<file path="config.mk">
export PLATFORM = sky130hd
export DESIGN_NAME = hcsr04_emulador_flat
export DESIGN_NICKNAME = d
export VERILOG_FILES = /design/src/rtl/hcsr04_emulador_if.sv /design/src/rtl/hcsr04_emulador.sv /design/src/flat_wrapper.sv
export SDC_FILE = /design/constraint.sdc
export NUM_CORES = 1
export LEC_CHECK = 0
export CORE_ASPECT_RATIO = 1.4
export CORE_MARGIN = 1
export CORE_UTILIZATION = 50
export CTS_BUF_LIST = sky130_fd_sc_hd__clkbuf_4
export CTS_CLUSTER_SIZE = 14
export DETAILED_ROUTE_END_ITERATION = 7
export DONT_BUFFER_PORTS = 1
export SLEW_MARGIN = 15
export SYNTH_ARGS = -nofsm -noshare
export SYNTH_HDL_FRONTEND = slang
export SYNTH_SLANG_ARGS = --single-unit
</file>
<file path="constraint.sdc">
create_clock -name clock -period 6.3 [get_ports clock]
set_clock_uncertainty 0.05 [all_clocks]
set_input_delay 0.945 -clock clock [delete_from_list [all_inputs] [get_ports clock]]
set_output_delay 0.945 -clock clock [all_outputs]
set_load 0.01 [all_outputs]
</file>
<file path="src/rtl/hcsr04_emulador_if.sv">
// Trigger/echo signal bundle between a sonar interface (master) and the
// HC-SR04 emulator (slave). The falha line exists only when ECHO_DROP_EN
// is defined.
interface hcsr04_emulador_if;
   logic        trigger;
   logic [11:0] distancia;
`ifdef ECHO_DROP_EN
   logic        falha;
`endif
   logic        echo;
   logic        ocupado;
   logic [3:0]  db_estado;

`ifdef ECHO_DROP_EN
   modport master (output trigger, distancia, falha, input echo, ocupado, db_estado);
   modport slave  (input trigger, distancia, falha, output echo, ocupado, db_estado);
`else
   modport master (output trigger, distancia, input echo, ocupado, db_estado);
   modport slave  (input trigger, distancia, output echo, ocupado, db_estado);
`endif
endinterface

</file>
<file path="src/rtl/hcsr04_emulador.sv">
// HC-SR04 sensor emulator: accepts a trigger pulse and answers with an echo
// pulse whose width encodes a programmed BCD distance in cm.
// Optional build macro ECHO_DROP_EN: adds the falha input; when it is high
// at trigger acceptance the echo is suppressed (SEM_ECO) to exercise the
// interface timeout path.
module hcsr04_emulador #(
   parameter int unsigned TICKS_PER_CM   = 2941,
   parameter int unsigned TRIG_MIN       = 500,
   parameter int unsigned DELAY_TICKS    = 10000,
   parameter int unsigned MAX_CM         = 400,
   parameter int unsigned ECHO_MAX_TICKS = 1900000,
   parameter int unsigned HOLDOFF_TICKS  = 50000
) (
   input  logic               clock,
   input  logic               reset,
   hcsr04_emulador_if.slave   bus
);

   localparam int unsigned LIM_A   = (DELAY_TICKS > ECHO_MAX_TICKS) ? DELAY_TICKS : ECHO_MAX_TICKS;
   localparam int unsigned LIM_B   = (LIM_A > HOLDOFF_TICKS) ? LIM_A : HOLDOFF_TICKS;
   localparam int unsigned CNT_LIM = (LIM_B > TRIG_MIN) ? LIM_B : TRIG_MIN;
   localparam int unsigned CNT_W   = $clog2(CNT_LIM + 1);
   localparam int unsigned PRE_W   = $clog2(TICKS_PER_CM + 1);

   typedef enum logic [3:0] {
      IDLE    = 4'h0,
      TRIG    = 4'h1,
      ESPERA  = 4'h2,
      ECO     = 4'h3,
      HOLDOFF = 4'h4,
      SEM_ECO = 4'h5
   } estado_t;

   estado_t            estado, estado_nxt;
   logic [CNT_W-1:0]   cnt, cnt_nxt;
   logic [PRE_W-1:0]   presc, presc_nxt;
   logic [10:0]        cm_rest, cm_nxt;
   logic               modo_max, modo_max_nxt;
   logic               trig_ant;
   logic [11:0]        dist_q, dist_nxt;
   logic               echo_q, ocupado_q;
`ifdef ECHO_DROP_EN
   logic               falha_q, falha_nxt;
`endif

   // Decimal value of a {hundreds,tens,units} BCD word; 11 bits so that
   // illegal digits cannot wrap into a plausible in-range value.
   function automatic logic [10:0] bcd_para_cm(input logic [11:0] d);
      bcd_para_cm = 11'(d[11:8]) * 11'd100 + 11'(d[7:4]) * 11'd10 + 11'(d[3:0]);
   endfunction

   // True when the echo must use the no-object width instead of N cm.
   function automatic logic fora_de_faixa(input logic [11:0] d);
      logic [10:0] n;
      n = bcd_para_cm(d);
      fora_de_faixa = (d[11:8] > 4'd9) || (d[7:4] > 4'd9) || (d[3:0] > 4'd9) ||
                      (n == 11'd0) || (n > 11'(MAX_CM));
   endfunction

   // Next-state and counter logic for the trigger/echo sequence.
   always_comb begin
      estado_nxt   = estado;
      cnt_nxt      = cnt;
      presc_nxt    = presc;
      cm_nxt       = cm_rest;
      modo_max_nxt = modo_max;
      dist_nxt     = dist_q;
`ifdef ECHO_DROP_EN
      falha_nxt    = falha_q;
`endif
      case (estado)
         IDLE: begin
            // Only a 0 -> 1 transition counts; a level already high waits.
            if (bus.trigger && !trig_ant) begin
               estado_nxt = TRIG;
               cnt_nxt    = '0;
            end
         end
         TRIG: begin
            if (bus.trigger) begin
               // Saturate once the minimum width is reached.
               if (cnt < CNT_W'(TRIG_MIN)) cnt_nxt = cnt + 1'b1;
            end else if (cnt >= CNT_W'(TRIG_MIN)) begin
               estado_nxt = ESPERA;
               cnt_nxt    = '0;
               dist_nxt   = bus.distancia;
`ifdef ECHO_DROP_EN
               falha_nxt  = bus.falha;
`endif
            end else begin
               estado_nxt = IDLE;
            end
         end
         ESPERA: begin
            if (cnt == CNT_W'(DELAY_TICKS - 1)) begin
               cnt_nxt      = '0;
               presc_nxt    = '0;
               cm_nxt       = bcd_para_cm(dist_q);
               modo_max_nxt = fora_de_faixa(dist_q);
`ifdef ECHO_DROP_EN
               estado_nxt   = falha_q ? SEM_ECO : ECO;
`else
               estado_nxt   = ECO;
`endif
            end else begin
               cnt_nxt = cnt + 1'b1;
            end
         end
         ECO: begin
            if (modo_max) begin
               if (cnt == CNT_W'(ECHO_MAX_TICKS - 1)) begin
                  estado_nxt = HOLDOFF;
                  cnt_nxt    = '0;
               end else begin
                  cnt_nxt = cnt + 1'b1;
               end
            end else if (presc == PRE_W'(TICKS_PER_CM - 1)) begin
               // One cm of echo elapsed; leave after the last one.
               presc_nxt = '0;
               if (cm_rest == 11'd1) begin
                  estado_nxt = HOLDOFF;
                  cnt_nxt    = '0;
               end else begin
                  cm_nxt = cm_rest - 1'b1;
               end
            end else begin
               presc_nxt = presc + 1'b1;
            end
         end
         SEM_ECO: begin
            if (cnt == CNT_W'(ECHO_MAX_TICKS - 1)) begin
               estado_nxt = HOLDOFF;
               cnt_nxt    = '0;
            end else begin
               cnt_nxt = cnt + 1'b1;
            end
         end
         HOLDOFF: begin
            if (cnt == CNT_W'(HOLDOFF_TICKS - 1)) begin
               estado_nxt = IDLE;
               cnt_nxt    = '0;
            end else begin
               cnt_nxt = cnt + 1'b1;
            end
         end
         default: begin
            estado_nxt = IDLE;
            cnt_nxt    = '0;
         end
      endcase
   end

   // State, counters and registered outputs; reset wins in every state.
   always_ff @(posedge clock) begin
      if (reset) begin
         estado    <= IDLE;
         cnt       <= '0;
         presc     <= '0;
         cm_rest   <= '0;
         modo_max  <= 1'b0;
         trig_ant  <= 1'b1;
         echo_q    <= 1'b0;
         ocupado_q <= 1'b0;
`ifdef ECHO_DROP_EN
         falha_q   <= 1'b0;
`endif
      end else begin
         estado    <= estado_nxt;
         cnt       <= cnt_nxt;
         presc     <= presc_nxt;
         cm_rest   <= cm_nxt;
         modo_max  <= modo_max_nxt;
         trig_ant  <= bus.trigger;
         echo_q    <= (estado_nxt == ECO);
         ocupado_q <= (estado_nxt != IDLE) && (estado_nxt != TRIG);
`ifdef ECHO_DROP_EN
         falha_q   <= falha_nxt;
`endif
      end
   end

   // Distance captured at trigger acceptance; pure data, no reset needed.
   always_ff @(posedge clock) begin
      dist_q <= dist_nxt;
   end

   assign bus.echo      = echo_q;
   assign bus.ocupado   = ocupado_q;
   assign bus.db_estado = estado;

endmodule

</file>
<file path="src/flat_wrapper.sv">
// flat-port wrapper written by rule: the top's interface ports become plain ports
module hcsr04_emulador_flat 
#(
   parameter int unsigned TICKS_PER_CM   = 2941,
   parameter int unsigned TRIG_MIN       = 500,
   parameter int unsigned DELAY_TICKS    = 10000,
   parameter int unsigned MAX_CM         = 400,
   parameter int unsigned ECHO_MAX_TICKS = 1900000,
   parameter int unsigned HOLDOFF_TICKS  = 50000
)
  (clock, reset, bus_trigger, bus_distancia, bus_echo, bus_ocupado, bus_db_estado);
  hcsr04_emulador_if bus_i ();
  input  logic clock;
  input  logic reset;
  input wire logic [$bits(bus_i.trigger)-1:0] bus_trigger;
  input wire logic [$bits(bus_i.distancia)-1:0] bus_distancia;
  output wire logic [$bits(bus_i.echo)-1:0] bus_echo;
  output wire logic [$bits(bus_i.ocupado)-1:0] bus_ocupado;
  output wire logic [$bits(bus_i.db_estado)-1:0] bus_db_estado;
  assign bus_i.trigger = bus_trigger;
  assign bus_i.distancia = bus_distancia;
  assign bus_echo = bus_i.echo;
  assign bus_ocupado = bus_i.ocupado;
  assign bus_db_estado = bus_i.db_estado;
  hcsr04_emulador #(.TICKS_PER_CM(TICKS_PER_CM), .TRIG_MIN(TRIG_MIN), .DELAY_TICKS(DELAY_TICKS), .MAX_CM(MAX_CM), .ECHO_MAX_TICKS(ECHO_MAX_TICKS), .HOLDOFF_TICKS(HOLDOFF_TICKS)) u_core (.clock(clock), .reset(reset), .bus(bus_i));
endmodule
</file>
**After elaboration in Yosys (flattened, before gate mapping)**

Index checks and enable logic that the tools add are counted.

- Multiply operators: 2
- Bitwise logic cells: 1
- Shift-type cells: 0
- Divide/modulo/power cells: 0
- Magnitude comparators: 6
- Eq/ne operators: 21
- Mux-type cells: 30
- $add $sub $neg: 5
- Reduce and logical (&&, ||, !) cells: 16

Operators by type and width:

| cell | count |
|---|---|
| $mux 21 | 10 |
| $pmux 21 s6 | 1 |
| $mux 11 | 4 |
| $mux 12 | 3 |
| $mux 4 | 8 |
| $pmux 12 s2 | 1 |
| $pmux 4 s6 | 1 |
| $pmux 11 s2 | 1 |
| $add 21x1->21 const B | 1 |
| $eq 21x14->1 const B | 1 |
| $eq 21x16->1 const B | 1 |
| $eq 21x21->1 const B | 1 |
| $ge 21x9->1 const B | 1 |
| $lt 21x9->1 const B | 1 |
| $add 12x1->12 const B | 1 |
| $eq 12x12->1 const B | 1 |
| $eq 4x2->1 const B | 3 |
| $gt 4x4->1 const B | 3 |
| $add 11x4->11 | 1 |
| $add 11x8->11 | 1 |
| $eq 11x1->1 const B | 1 |
| $gt 11x9->1 const B | 1 |
| $logic_not 11->1 | 1 |
| $sub 11x1->11 const B | 1 |
| 20 further kinds | 32 |

- Bits in read-only memories: 0
- Bits in writable memories: 0
- Bits in latches: 0
- Memories: 0
- Output and inout bits: 6
- Register bits after elaboration: 64

**Depth between registers and ports, before layout**

Gate-level depths: netlist (run 1).

- Depth in word-level cells: 7
- Depth in mapped cells: 12

**Worst setup path after synthesis (run 1)**

Ideal clock, no wire load.

- Kind: flip-flop to flip-flop
- From: register u_core.dist_q[5]
- To: register u_core.modo_max
- Setup time: 0.074 ns
- Cell stages (with the launch flop): 13
- Arrival: 3.257 ns
- Setup slack: 2.919 ns
- Data required time: 6.176 ns
- Cell sequence: edfxtp_1 > ha_1 > ha_1 > fa_1 > ha_1 > ha_1 > a211oi_1 > nor2_1 > a21o_1 > a21oi_1 > xnor2_1 > or4_1 > a31oi_1

- Longest elaborated chain between the ends: 6
- Elaborated cells on any way between the ends: 10
- Classes of those cells: add/sub (2); mul (1); order compare (2); reduce/logical (5)

RTL lines:

| element | line | text |
|---|---|---|
| start: declaration | hcsr04_emulador.sv:40 | `logic [11:0] dist_q, dist_nxt;` |
| start signal: assignment | hcsr04_emulador.sv:184 | `dist_q <= dist_nxt;` |
| parallel branches: the longest is 5 deep, another holds $add 11x8->11 | n/a |  |
| $logic_or 1x1->1 * | hcsr04_emulador.sv:57 | `(n == 11'd0) \|\| (n > 11'(MAX_CM));` |
| end signal: assignment | hcsr04_emulador.sv:172 | `modo_max <= modo_max_nxt;` |
| end: declaration | hcsr04_emulador.sv:38 | `logic modo_max, modo_max_nxt;` |

Mark *: on every way between the ends.
A chain may end at the register's enable or synchronous reset.

**Worst setup path in the final report (run 1)**

- From: register u_core.dist_q[7]
- To: register u_core.modo_max

Same word-level chain as after synthesis.

==> impl_metrics.csv, run 1 <==
group,metric,value,unit
global_routing,grt_max_degree,35,
synth,synthesis_warning_total,0,
cts,number_of_gates_given_a_new_drive_strength_after_cts,0,
synth,netlist_instances,494,
timing,timing.setup.tns,0,ns
floorplan,start_util,0.5150,
cts,cts.reportedPaths.clkPinSlew,0.11,ns
cts,clock_sink_count,64,
worst_hold_path,hold-path-cell-count,2,
synth,share_of_synthesized_flip_flops_with_an_asynchronous_set_or_reset,0,
synth,synth.distinct_cells,59,
finish,multi_input_area,2594,sq um
timing,worst-slew-pin-transition,0.8507,ns
place,dp_slack,2.788,ns
place,placed_cell_area,4209,sq um
floorplan,design.portCount,21,
route,detail_route.wl_per_cell,16.76,um
cts,cts_root_buffer,"sky130_fd_sc_hd__clkbuf_4",
global_routing,grt_remaining_overflow,0,
route,vias_per_cell,6.132,
power_and_ir_drop,p_comb_frac,0.017,
worst_setup_path,register_to_register_setup_slack,2.78,ns
synth,synth_edf_count,12,
cts,holdBufCountCts,0,
floorplan,die_height,110.1,um
route,drt_first_iter_violations,192,
synth,synth_area_per_cell,8.444,sq um
finish,regArea,1401,sq um
route,post-route-drc-count,0,
place,globalplace.congestion,0.8398,
power_and_ir_drop,max-vdd-ir-drop,0.1097,mV
synth,synth_area_leader_cell,"sky130_fd_sc_hd__dfxtp_1",
worst_setup_path,crit_arrival,3.83,ns
worst_setup_path,reg2reg_depth,12,
timing,fin_ws,2.779,ns
global_routing,first_global_vias,3547,
place,dp.cells,575,
floorplan,placeableCoreArea,8100,sq um
timing,report.final.slew_viol_count,0,
power_and_ir_drop,p_int,0.5034,mW
synth,postSynth.topFlopCell,"sky130_fd_sc_hd__dfxtp_1",
floorplan,design.die.area,8717,sq um
worst_hold_path,holdCritPathClass,"reg2reg",
timing,setup_violations,0,
finish,drive_gt1_frac,0.07157,
finish,utilization,0.5332,
cts,clock_latency,0.42,ns
floorplan,std_cell_rows,39,
finish,antenna-diode-count,0,
synth,synth-seq-area-share,0.3359,
global_routing,track_usage,0.2466,
synth,synthMostInstantiatedCell,"sky130_fd_sc_hd__dfxtp_1",
timing,post-route-period-util,0.5589,
power_and_ir_drop,leakagePower,1.539,nW
finish,nNetsFinal,538,
power_and_ir_drop,power.density_cell_area,155.1,nW/um^2
finish,layout_filler_cell_count,822,
cts,tritoncts,"done",
timing,period_needed,3.521,ns
timing,hold_viol,0,
synth,yosys-top-cells-area,"sky130_fd_sc_hd__dfxtp_1, sky130_fd_sc_hd__ha_1, sky130_fd_sc_hd__edfxtp_1",
synth,post_synthesis_net_count,548,
flow_run,max_cap_violations,0,
worst_setup_path,startpoint_type_of_the_worst_setup_path,"flop",
cts,clock_tree.buffer_depth,2,
global_routing,antenna_found_initial,0,
worst_setup_path,critical_path.endpoint_type,"flop",
finish,post-route-cell-area,4319,sq um
power_and_ir_drop,switching_power,0.1664,mW
power_and_ir_drop,clock_network_power_share,0.359,
worst_setup_path,worstSetupPathType,"reg2reg",
worst_setup_path,worstReg2RegStart,"u_core.dist_q[7]$_DFFE_PP_",
cts,cts-buffers-inserted,9,
finish,post_layout_nonfiller_instances,591,
timing,max_clock_freq,284.0,MHz
place,detailed_place_hpwl,7344,um
synth,synth_common_cells,"sky130_fd_sc_hd__dfxtp_1, sky130_fd_sc_hd__nor2_1, sky130_fd_sc_hd__ha_1, sky130_fd_sc_hd__nand2_1, sky130_fd_sc_hd__o21ai_0",
route,vias,3624,
synth,ys_seq_elements,64,
timing,grt_setup_unrepaired,"no",
synth,top_area_cell_type_share_of_the_netlist_area,0.2496,
route,routed_wirelength,9904,um
cts,post_cts.repair.setup_buffers,0,
timing,worst_slew_margin_rel,0.4276,
status,outcome,"completed",
worst_setup_path,worst-endpoint-required,6.61,ns
finish,syn_to_final_growth,3.539,%
power_and_ir_drop,seqPwrFrac,0.624,
global_routing,grt_first_pass_wirelength,16450,um
worst_setup_path,cp_max_fo,4,
worst_hold_path,hold_start,"u_core.cm_rest[5]$_SDFFE_PP0P_",
power_and_ir_drop,power.share.switching,0.2484,
place,port-buffer-count,0,
cts,htreeDepth,3,
worst_hold_path,worst_case_hold_path_end_point,"u_core.cm_rest[5]$_SDFFE_PP0P_",
synth,syn_std_cell_area,4172,sq um
route,drt_pre_antenna_iters,4,
worst_setup_path,worstReg2RegEnd,"u_core.modo_max$_SDFFE_PP0P_",
route,route.antenna.remaining_nets,0,
floorplan,dieWidth,79.20,um
cell usage in the layout (no fill, tap or decap), types with 3 or more instances in the layout:
cell	count
sky130_fd_sc_hd__a211oi_1	8
sky130_fd_sc_hd__a21oi_1	30
sky130_fd_sc_hd__a31oi_1	7
sky130_fd_sc_hd__and2_1	3
sky130_fd_sc_hd__and3_1	12
sky130_fd_sc_hd__and4_1	8
sky130_fd_sc_hd__clkbuf_4	10
sky130_fd_sc_hd__clkinv_2	4
sky130_fd_sc_hd__dfxtp_1	52
sky130_fd_sc_hd__edfxtp_1	12
sky130_fd_sc_hd__fa_1	5
sky130_fd_sc_hd__ha_1	34
sky130_fd_sc_hd__inv_1	21
sky130_fd_sc_hd__nand2_1	33
sky130_fd_sc_hd__nand2b_1	6
sky130_fd_sc_hd__nand3_1	23
sky130_fd_sc_hd__nand3b_1	4
sky130_fd_sc_hd__nand4_1	13
sky130_fd_sc_hd__nor2_1	42
sky130_fd_sc_hd__nor2b_1	4
sky130_fd_sc_hd__nor3_1	15
sky130_fd_sc_hd__nor4_1	5
sky130_fd_sc_hd__nor4b_1	4
sky130_fd_sc_hd__o21ai_0	32
sky130_fd_sc_hd__o21ai_1	7
sky130_fd_sc_hd__o31ai_1	4
sky130_fd_sc_hd__o41ai_1	4
sky130_fd_sc_hd__or2_2	7
sky130_fd_sc_hd__or3_1	11
sky130_fd_sc_hd__or4_1	6
sky130_fd_sc_hd__xnor2_1	11
sky130_fd_sc_hd__xor2_1	11
sequential cells by signal, indices dropped and copies added, names as in the netlist:
signal	flops
u_core.cnt	21
u_core.dist_q	12
u_core.presc	12
u_core.cm_rest	11
u_core.bus.db_estado	4
u_core.bus.echo	1
u_core.bus.ocupado	1
u_core.modo_max	1
u_core.trig_ant	1
layer usage:
layer,global-route usage,vias up,wire [um]
li1,-,1798,-
met2,0.4587,77,5176
met3,0.05761,21,372
met4,0.1273,0,301
met5,0,-,0
met1,0.2550,1728,4054
kinds of logic (layout without fill, tap and decap cells):
| logic type | after synthesis | after routing | share of synthesized area |
|---|---|---|---|
| xor gates and xnor gates | 22 | 22 | 0.04619 |
| muxes | 1 | 1 | 0.002699 |
| DFF | 64 | 64 | 0.3359 |
| AOI/OAI and AO/OA | 114 | 114 | 0.1692 |
| buffers and inverters | 43 | 38 | 0.04229 |
| and+or+nand+nor | 210 | 210 | 0.2768 |
| adders and majority gates | 39 | 39 | 0.1260 |
| other | 1 | 1 | 0.0008990 |
power groups by stage:
stage	Clock [mW]	Combinational (mW)	Sequential, mW
after floorplan	0	0.0114	0.427
after global placement	0	0.0110	0.428
after detailed placement	0	0.0111	0.428
after CTS	0.250	0.0111	0.418
after global routing	0.270	0.0124	0.419
final	0.240	0.0111	0.418
stage by stage:
step	total power, mW	hold WS, ns
after floorplan	0.4386	0.3994
after global placement	0.4386	0.4222
after detailed placement	0.4387	0.4257
after CTS	0.6793	0.4422
after global routing	0.7007	0.4660
final	0.6698	0.4363
area by class of cell:
type                    count  share of cell area
clock inverters             6            0.008111
inverters                  21             0.01825
multi-input cells         387              0.6005
clock buffers              10             0.01738
repair buffers              1            0.001738
flip-flops and latches     64              0.3244
well taps                 102             0.02955
how the worst max path moves through the flow:
stage,start,end,slack (ns)
final,u_core.dist_q[7]$_DFFE_PP_,u_core.modo_max$_SDFFE_PP0P_,2.78
after global routing,u_core.dist_q[5]$_DFFE_PP_,u_core.modo_max$_SDFFE_PP0P_,2.52
after CTS,u_core.dist_q[5]$_DFFE_PP_,u_core.modo_max$_SDFFE_PP0P_,2.77
after detailed placement,u_core.dist_q[5]$_DFFE_PP_,u_core.modo_max$_SDFFE_PP0P_,2.79
after global placement,u_core.dist_q[5]$_DFFE_PP_,u_core.modo_max$_SDFFE_PP0P_,2.82
after floorplan,u_core.dist_q[5]$_DFFE_PP_,u_core.modo_max$_SDFFE_PP0P_,2.92
worst max-delay path, stage by stage, from the launching register on:
cell	delay, ns
sky130_fd_sc_hd__edfxtp_1	0.46
sky130_fd_sc_hd__ha_1	0.30
sky130_fd_sc_hd__ha_1	0.23
sky130_fd_sc_hd__fa_1	0.44
sky130_fd_sc_hd__ha_1	0.31
sky130_fd_sc_hd__ha_1	0.23
sky130_fd_sc_hd__a211oi_1	0.21
sky130_fd_sc_hd__nor2_1	0.11
sky130_fd_sc_hd__a21o_1	0.18
sky130_fd_sc_hd__a21oi_1	0.16
sky130_fd_sc_hd__xnor2_1	0.11
sky130_fd_sc_hd__or4_1	0.51
sky130_fd_sc_hd__a31oi_1	0.16
No activity file was read; power rests on OpenSTA's default activity.
==> run 2, diff against run 1 <==
--- a/config.mk
+++ b/config.mk
@@ -5,6 +5,7 @@
 export SDC_FILE = /design/constraint.sdc
 export NUM_CORES = 1
 export LEC_CHECK = 0
+export ABC_AREA = 1
 export CORE_ASPECT_RATIO = 1.4
 export CORE_MARGIN = 1
 export CORE_UTILIZATION = 50
==> constraint.sdc (replaced) <==
create_clock -name clock -period 3.26 [get_ports clock]
set_clock_uncertainty 0.05 [all_clocks]
set_input_delay 0.489 -clock clock [delete_from_list [all_inputs] [get_ports clock]]
set_output_delay 0.489 -clock clock [all_outputs]
set_load 0.01 [all_outputs]
==> run 2 against run 1 <==
- synthesized cell count is 51% higher
- first-iteration DRC count is 38% higher
- critical endpoint unchanged
- die area increased by 17%
- critical path type unchanged
==> impl_metrics.csv, run 2 <==
group,metric,value,unit
synth,syn_std_cell_area,4878,sq um
cts,clock_latency,0.43,ns
synth,post_synthesis_net_count,800,
finish,largest-register,"u_core.cnt",
synth,yosys-top-cells-area,"sky130_fd_sc_hd__dfxtp_1, sky130_fd_sc_hd__nand2_1, sky130_fd_sc_hd__ha_1",
floorplan,design.die.area,10160,sq um
worst_setup_path,crit_path_max_incr_delay,0.44,ns
worst_setup_path,startpoint_type_of_the_worst_setup_path,"flop",
floorplan,placeableCoreArea,9459,sq um
cts,cts_root_buffer,"sky130_fd_sc_hd__clkbuf_4",
worst_setup_path,worstSetupPathType,"reg2reg",
power_and_ir_drop,p_comb_frac,0.047,
finish,largest_register_ffs,21,
place,globalplace.congestion,0.8937,
finish,final_cell_mix,"sky130_fd_sc_hd__nand2_1, sky130_fd_sc_hd__nor2_1, sky130_fd_sc_hd__inv_1",
timing,post-route-period-util,0.9343,
worst_setup_path,cp_max_fo,6,
worst_setup_path,critPathMostFrequentCell,"sky130_fd_sc_hd__nand2_1",
worst_setup_path,crit_arrival,3.33,ns
place,port-buffer-count,0,
worst_setup_path,startpoint,"u_core.dist_q[9]$_DFFE_PP_",
synth,synth.distinct_cells,43,
global_routing,grt_first_pass_wirelength,20550,um
worst_hold_path,worst_case_hold_path_end_point,"u_core.cnt[16]$_SDFFE_PP0P_",
route,drt_first_iter_violations,265,
cts,cts.reportedPaths.clkPinSlew,0.12,ns
cts,htreeDepth,3,
global_routing,grt_remaining_overflow,0,
synth,synth_area_per_cell,6.539,sq um
synth,synth_common_cells,"sky130_fd_sc_hd__nand2_1, sky130_fd_sc_hd__nor2_1, sky130_fd_sc_hd__inv_1, sky130_fd_sc_hd__nand3_1, sky130_fd_sc_hd__dfxtp_1",
timing,report.final.slew_viol_count,0,
worst_setup_path,register_to_register_setup_slack,0.21,ns
route,met3_length,344,um
worst_setup_path,worstReg2RegStart,"u_core.dist_q[9]$_DFFE_PP_",
power_and_ir_drop,clock_network_power_share,0.380,
global_routing,track_usage,0.2606,
synth,netlist_instances,746,
worst_setup_path,worstReg2RegEnd,"u_core.modo_max$_SDFFE_PP0P_",
worst_setup_path,crit_chain,"inv_2, ha_1, ha_1, fa_1, ha_1, ha_4, nand2_1, nor2_1, nand2_1, nand3_1, nand2_1, nand2_1, nand3b_1, nand2_1, nand2_1, nor2_1, nor2_1",
worst_setup_path,highest_delay_cell_along_the_critical_path,"sky130_fd_sc_hd__edfxtp_1",
synth,synth_edf_count,12,
floorplan,die_height,118.9,um
timing,period_needed,3.046,ns
synth,ys_seq_elements,64,
cts,clock_tree.buffer_depth,2,
global_routing,antenna_found_initial,0,
finish,most_common_cell_after_layout_fill_and_taps_aside,"sky130_fd_sc_hd__nand2_1",
finish,nNetsFinal,810,
synth,synth_area_leader_cell,"sky130_fd_sc_hd__dfxtp_1",
route,detail_route.wl_per_cell,14.43,um
power_and_ir_drop,power.share.switching,0.2526,
route,highest_layer,"met4",
global_routing,first_global_vias,4399,
global_routing,grt_max_degree,21,
route,vias,4666,
power_and_ir_drop,switching_power,0.3604,mW
synth,postSynth.topFlopCell,"sky130_fd_sc_hd__dfxtp_1",
timing,setup_violations,0,
cts,clock_sink_count,64,
timing,max_clock_freq,328.3,MHz
place,detailed_place_hpwl,9784,um
synth,synthesis_warning_total,0,
cts,tritoncts,"done",
synth,share_of_synthesized_flip_flops_with_an_asynchronous_set_or_reset,0,
finish,largestRegisters,"u_core.cnt (21), u_core.dist_q (12), u_core.presc (12)",
synth,synthMostInstantiatedCell,"sky130_fd_sc_hd__nand2_1",
route,route.antenna.remaining_nets,0,
route,wirelength_met1,5274,um
floorplan,std_cell_rows,42,
cts,cts-buffers-inserted,9,
finish,layout_filler_cell_count,962,
timing,timing.setup.tns,0,ns
power_and_ir_drop,leakagePower,2.370,nW
power_and_ir_drop,power.density_cell_area,274.8,nW/um^2
power_and_ir_drop,seqPwrFrac,0.572,
finish,antenna-diode-count,0,
power_and_ir_drop,max-vdd-ir-drop,0.2442,mV
worst_setup_path,critical_path.endpoint_type,"flop",
floorplan,start_util,0.5157,
place,placed_cell_area,5014,sq um
flow_run,max_cap_violations,0,
floorplan,design.portCount,21,
worst_hold_path,hold-path-cell-count,1,
power_and_ir_drop,p_int,1.066,mW
timing,hold_viol,0,
route,length_of_routed_met2_wiring,6670,um
route,post-route-drc-count,0,
timing,worst-slew-pin-transition,0.7649,ns
route,routed_wirelength,12570,um
route,drt_pre_antenna_iters,5,
timing,worst_slew_margin_rel,0.4884,
finish,post-route-cell-area,5192,sq um
status,outcome,"completed",
synth,top_area_cell_type_share_of_the_netlist_area,0.2134,
worst_hold_path,hold_start,"reset",
route,vias_per_cell,5.357,
synth,synth-seq-area-share,0.2873,
floorplan,dieWidth,85.48,um
worst_hold_path,holdCritPathClass,"in2reg",
timing,grt_setup_unrepaired,"no",
worst_setup_path,worst-endpoint-required,3.54,ns
worst_setup_path,reg2reg_depth,17,
finish,drive_gt1_frac,0.1025,
finish,syn_to_final_growth,6.438,%
run 2: cell types whose count changed after synthesis, moves of 8 or more:
cell,change
sky130_fd_sc_hd__a211oi_1,-8
sky130_fd_sc_hd__and3_1,-11
sky130_fd_sc_hd__and4_1,-8
sky130_fd_sc_hd__clkbuf_1,-10
sky130_fd_sc_hd__inv_1,+66
sky130_fd_sc_hd__inv_2,+8
sky130_fd_sc_hd__nand2_1,+172
sky130_fd_sc_hd__nand3_1,+56
sky130_fd_sc_hd__nor2_1,+62
sky130_fd_sc_hd__nor2_2,+17
sky130_fd_sc_hd__or3_1,-11
sky130_fd_sc_hd__xnor2_1,-10
run 2: worst max-delay path: cells and delay by family, from the launching register on:
family | cells | cell delay (ns)
adders and majority gates | 5 | 1.51
and+or+nand+nor | 11 | 0.81
DFF | 1 | 0.44
buffers and inverters | 1 | 0.11
run 2: layout make-up:
cell class / instances / area, sq um / area share
multi-input combinational: 575 / 3083 / 0.5937
sequential: 64 / 1401 / 0.2699
inverter: 96 / 360.3 / 0.06940
tap: 110 / 137.6 / 0.02651
clock buffer: 10 / 75.07 / 0.01446
timing repair buffer: 10 / 75.07 / 0.01446
clock inverter: 6 / 60.06 / 0.01157
run 2: timing repair:
item | 4_1_cts | 5_1_grt
hold buffers | 0 | 0
setup buffers | 0 | 0
setup endpoints to repair | 0 | 5
resized for setup | 0 | 6
run 2: how the worst max path moves through the flow:
stage	endpoint	slack, ns	cells after the start
2_1_floorplan	u_core.cm_rest[9]$_SDFFE_PP0P_	0.24	13
4_1_cts	u_core.cm_rest[9]$_SDFFE_PP0P_	0.06	13
6_report	u_core.modo_max$_SDFFE_PP0P_	0.21	17
5_1_grt	u_core.modo_max$_SDFFE_PP0P_	0.0003	17
3_5_place_dp	u_core.cm_rest[9]$_SDFFE_PP0P_	0.08	13
3_3_place_gp	u_core.cm_rest[9]$_SDFFE_PP0P_	0.14	13
run 2: power groups by stage:
stage          combinational (mW)  clock (mW)  sequential [mW]
2_1_floorplan              0.0573           0            0.832
3_3_place_gp               0.0662           0            0.835
3_5_place_dp               0.0672           0            0.835
4_1_cts                    0.0674       0.563            0.817
5_1_grt                    0.0765       0.597            0.818
6_report                   0.0675       0.543            0.817
run 2: per-stage QoR:
stage | cells | hold slack [ns] | worst slack, ns | total power, mW | util
after floorplan | 746 | 0.4017 | 0.2379 | 0.8894 | -
after global placement | 855 | 0.4204 | 0.1364 | 0.9009 | 0.5300
after detailed placement | 855 | 0.4277 | 0.07995 | 0.9021 | 0.5300
after CTS | 871 | 0.03234 | 0.05770 | 1.448 | 0.5443
after global routing | 871 | 0.03341 | 0.0002958 | 1.492 | 0.5489
final | 871 | 0.06474 | 0.2143 | 1.427 | 0.5489
run 2: routing by layer:
metal / GRT usage / vias to the layer above
met5: 0 / -
met4: 0.1031 / 0
met3: 0.03465 / 20
met2: 0.4855 / 81
met1: 0.2940 / 2148
li1: - / 2417
run 2: logic make-up (layout without fill, tap and decap cells):
group / after synthesis / after routing / share of synthesized area
other: 1 / 1 / 0.0007687
buffers and inverters: 107 / 122 / 0.08976
DFF: 64 / 64 / 0.2873
adders and majority gates: 39 / 39 / 0.1077
AOI/OAI and AO/OA: 69 / 69 / 0.07694
xor gates and xnor gates: 8 / 8 / 0.01436
and+or+nand+nor: 458 / 458 / 0.4232
==> run 3, diff against run 2 <==
--- a/config.mk
+++ b/config.mk
@@ -10,6 +10,7 @@
 export CORE_MARGIN = 1
 export CORE_UTILIZATION = 50
 export CTS_BUF_LIST = sky130_fd_sc_hd__clkbuf_4
+export CTS_CLUSTER_DIAMETER = 200
 export CTS_CLUSTER_SIZE = 14
 export DETAILED_ROUTE_END_ITERATION = 7
 export DONT_BUFFER_PORTS = 1
==> constraint.sdc (replaced) <==
create_clock -name clock -period 3.9 [get_ports clock]
set_clock_uncertainty 0.05 [all_clocks]
set_input_delay 0 -clock clock [delete_from_list [all_inputs] [get_ports clock]]
set_output_delay 0 -clock clock [all_outputs]
set_load 0.01 [all_outputs]
==> run 3 against run 2 <==
- critical path depth is 4 lower
- first-iteration DRC count is 32% lower
- utilization is 0.38 points higher
- count of clock-buffer cells in the layout is 1 lower
- via count is 0.71% higher
- total power is 16% lower
- fmax is 6.8% lower
- global-route usage hardly changed
- die area stayed put
- critical path type unchanged
==> impl_metrics.csv, run 3 (synthesized netlist as in run 2, its figures left out) <==
group,metric,value,unit
worst_setup_path,worst-endpoint-required,4.15,ns
timing,hold_viol,0,
finish,post-route-cell-area,5229,sq um
route,post-route-drc-count,0,
timing,max_clock_freq,305.9,MHz
worst_setup_path,crit_arrival,3.52,ns
worst_setup_path,highest_delay_cell_along_the_critical_path,"sky130_fd_sc_hd__edfxtp_1",
power_and_ir_drop,leakagePower,2.386,nW
status,outcome,"completed",
worst_hold_path,holdCritPathClass,"in2reg",
finish,most_common_cell_after_layout_fill_and_taps_aside,"sky130_fd_sc_hd__nand2_1",
global_routing,antenna_found_initial,1,
cts,clock_latency,0.43,ns
floorplan,placeableCoreArea,9459,sq um
cts,cts-buffers-inserted,9,
timing,fin_ws,0.6312,ns
timing,timing.setup.tns,0,ns
place,dp_slack,0.6776,ns
finish,syn_to_final_growth,7.181,%
worst_setup_path,critPathMostFrequentCell,"sky130_fd_sc_hd__ha_1",
timing,worst_slew_margin_rel,0.4993,
floorplan,die_height,118.9,um
floorplan,dieWidth,85.48,um
global_routing,grt_first_pass_wirelength,20710,um
worst_setup_path,critical_path.endpoint_type,"flop",
timing,grt_setup_unrepaired,"no",
finish,largest-register,"u_core.cnt",
cts,htreeDepth,3,
floorplan,design.die.area,10160,sq um
route,vias,4699,
timing,report.final.slew_viol_count,0,
finish,post_layout_nonfiller_instances,878,
worst_setup_path,reg2reg_depth,13,
global_routing,track_usage,0.2610,
finish,nNetsFinal,816,
cts,tritoncts,"done",
route,route.antenna.remaining_nets,0,
route,vias_per_cell,5.352,
place,globalplace.congestion,0.8748,
finish,largestRegisters,"u_core.cnt (21), u_core.dist_q (12), u_core.presc (12)",
place,placed_cell_area,4946,sq um
floorplan,std_cell_rows,42,
route,routed_wirelength,12210,um
finish,largest_register_ffs,21,
global_routing,grt_max_degree,22,
timing,worst-slew-pin-transition,0.7487,ns
worst_hold_path,hold-path-cell-count,1,
worst_setup_path,crit_path_max_incr_delay,0.46,ns
route,drt_pre_antenna_iters,5,
finish,utilization,0.5528,
floorplan,start_util,0.5157,
cts,post_cts.repair.setup_buffers,0,
worst_setup_path,crit_chain,"ha_1, ha_1, fa_1, xor2_1, ha_1, ha_1, a21oi_1, o21a_1, nand3_1, a21oi_1, nor2_1, nor2_1, nor2_1",
cts,cts.reportedPaths.clkPinSlew,0.11,ns
route,detail_route.wl_per_cell,13.91,um
place,detailed_place_hpwl,9562,um
floorplan,design.portCount,21,
finish,final_cell_mix,"sky130_fd_sc_hd__nand2_1, sky130_fd_sc_hd__nor2_1, sky130_fd_sc_hd__inv_1",
cts,cts_root_buffer,"sky130_fd_sc_hd__clkbuf_4",
place,dp.cells,846,
power_and_ir_drop,total_power_after_layout,1.194,mW
cts,clock_tree.buffer_depth,2,
global_routing,first_global_vias,4525,
place,port-buffer-count,0,
worst_setup_path,startpoint_type_of_the_worst_setup_path,"flop",
worst_setup_path,register_to_register_setup_slack,0.63,ns
timing,setup_violations,0,
power_and_ir_drop,max-vdd-ir-drop,0.1954,mV
finish,drive_gt1_frac,0.08083,
worst_setup_path,worstSetupPathType,"reg2reg",
timing,post_route_hold_slack,0.1498,ns
timing,post-route-period-util,0.8382,
timing,period_needed,3.269,ns
route,drt_first_iter_violations,180,
global_routing,grt_remaining_overflow,0,
cts,clock_sink_count,64,
flow_run,max_cap_violations,0,
cts,holdBufCountCts,15,
worst_setup_path,cp_max_fo,5,
power_and_ir_drop,power.density_cell_area,228.3,nW/um^2
cts,number_of_gates_given_a_new_drive_strength_after_cts,0,
[run 3: final cells by class]
class / count / area (sq um)
well taps: 110 / 137.6
fillers: 965 / 4230
clock inverters: 7 / 62.56
diodes: 1 / 2.502
repair buffers: 16 / 157.7
clock buffers: 9 / 67.56
flip-flops and latches: 64 / 1401
inverters: 96 / 360.3
multi-input cells: 575 / 3039
[run 3: worst paths after layout]
kind                                     start                        endpoint
setup reg to reg    u_core.dist_q[5]$_DFFE_PP_  u_core.cm_rest[9]$_SDFFE_PP0P_
hold reg to reg   u_core.presc[2]$_SDFFE_PP0P_    u_core.presc[2]$_SDFFE_PP0P_
hold / removal                bus_distancia[3]      u_core.dist_q[3]$_DFFE_PP_
setup / recovery    u_core.dist_q[5]$_DFFE_PP_  u_core.cm_rest[9]$_SDFFE_PP0P_
[run 3: worst max-delay path, delay by kind of cell, from the launching register on]
family / cells / cell delay [ns]
DFF: 1 / 0.46
xor gates and xnor gates: 1 / 0.16
adders and majority gates: 5 / 1.59
AOI/OAI and AO/OA: 3 / 0.64
and+or+nand+nor: 4 / 0.27
[run 3: metal layers]
| metal | GRT usage | wire, um |
|---|---|---|
| met1 | 0.2920 | 5089 |
| met5 | 0 | 0 |
| met4 | 0.1146 | 433 |
| met2 | 0.4785 | 6344 |
| met3 | 0.04158 | 346 |
[run 3: report_power, final]
group	internal, mW	switching [mW]
combinational	0.0246	0.0438
clock	0.189	0.254
sequential	0.676	0.00613
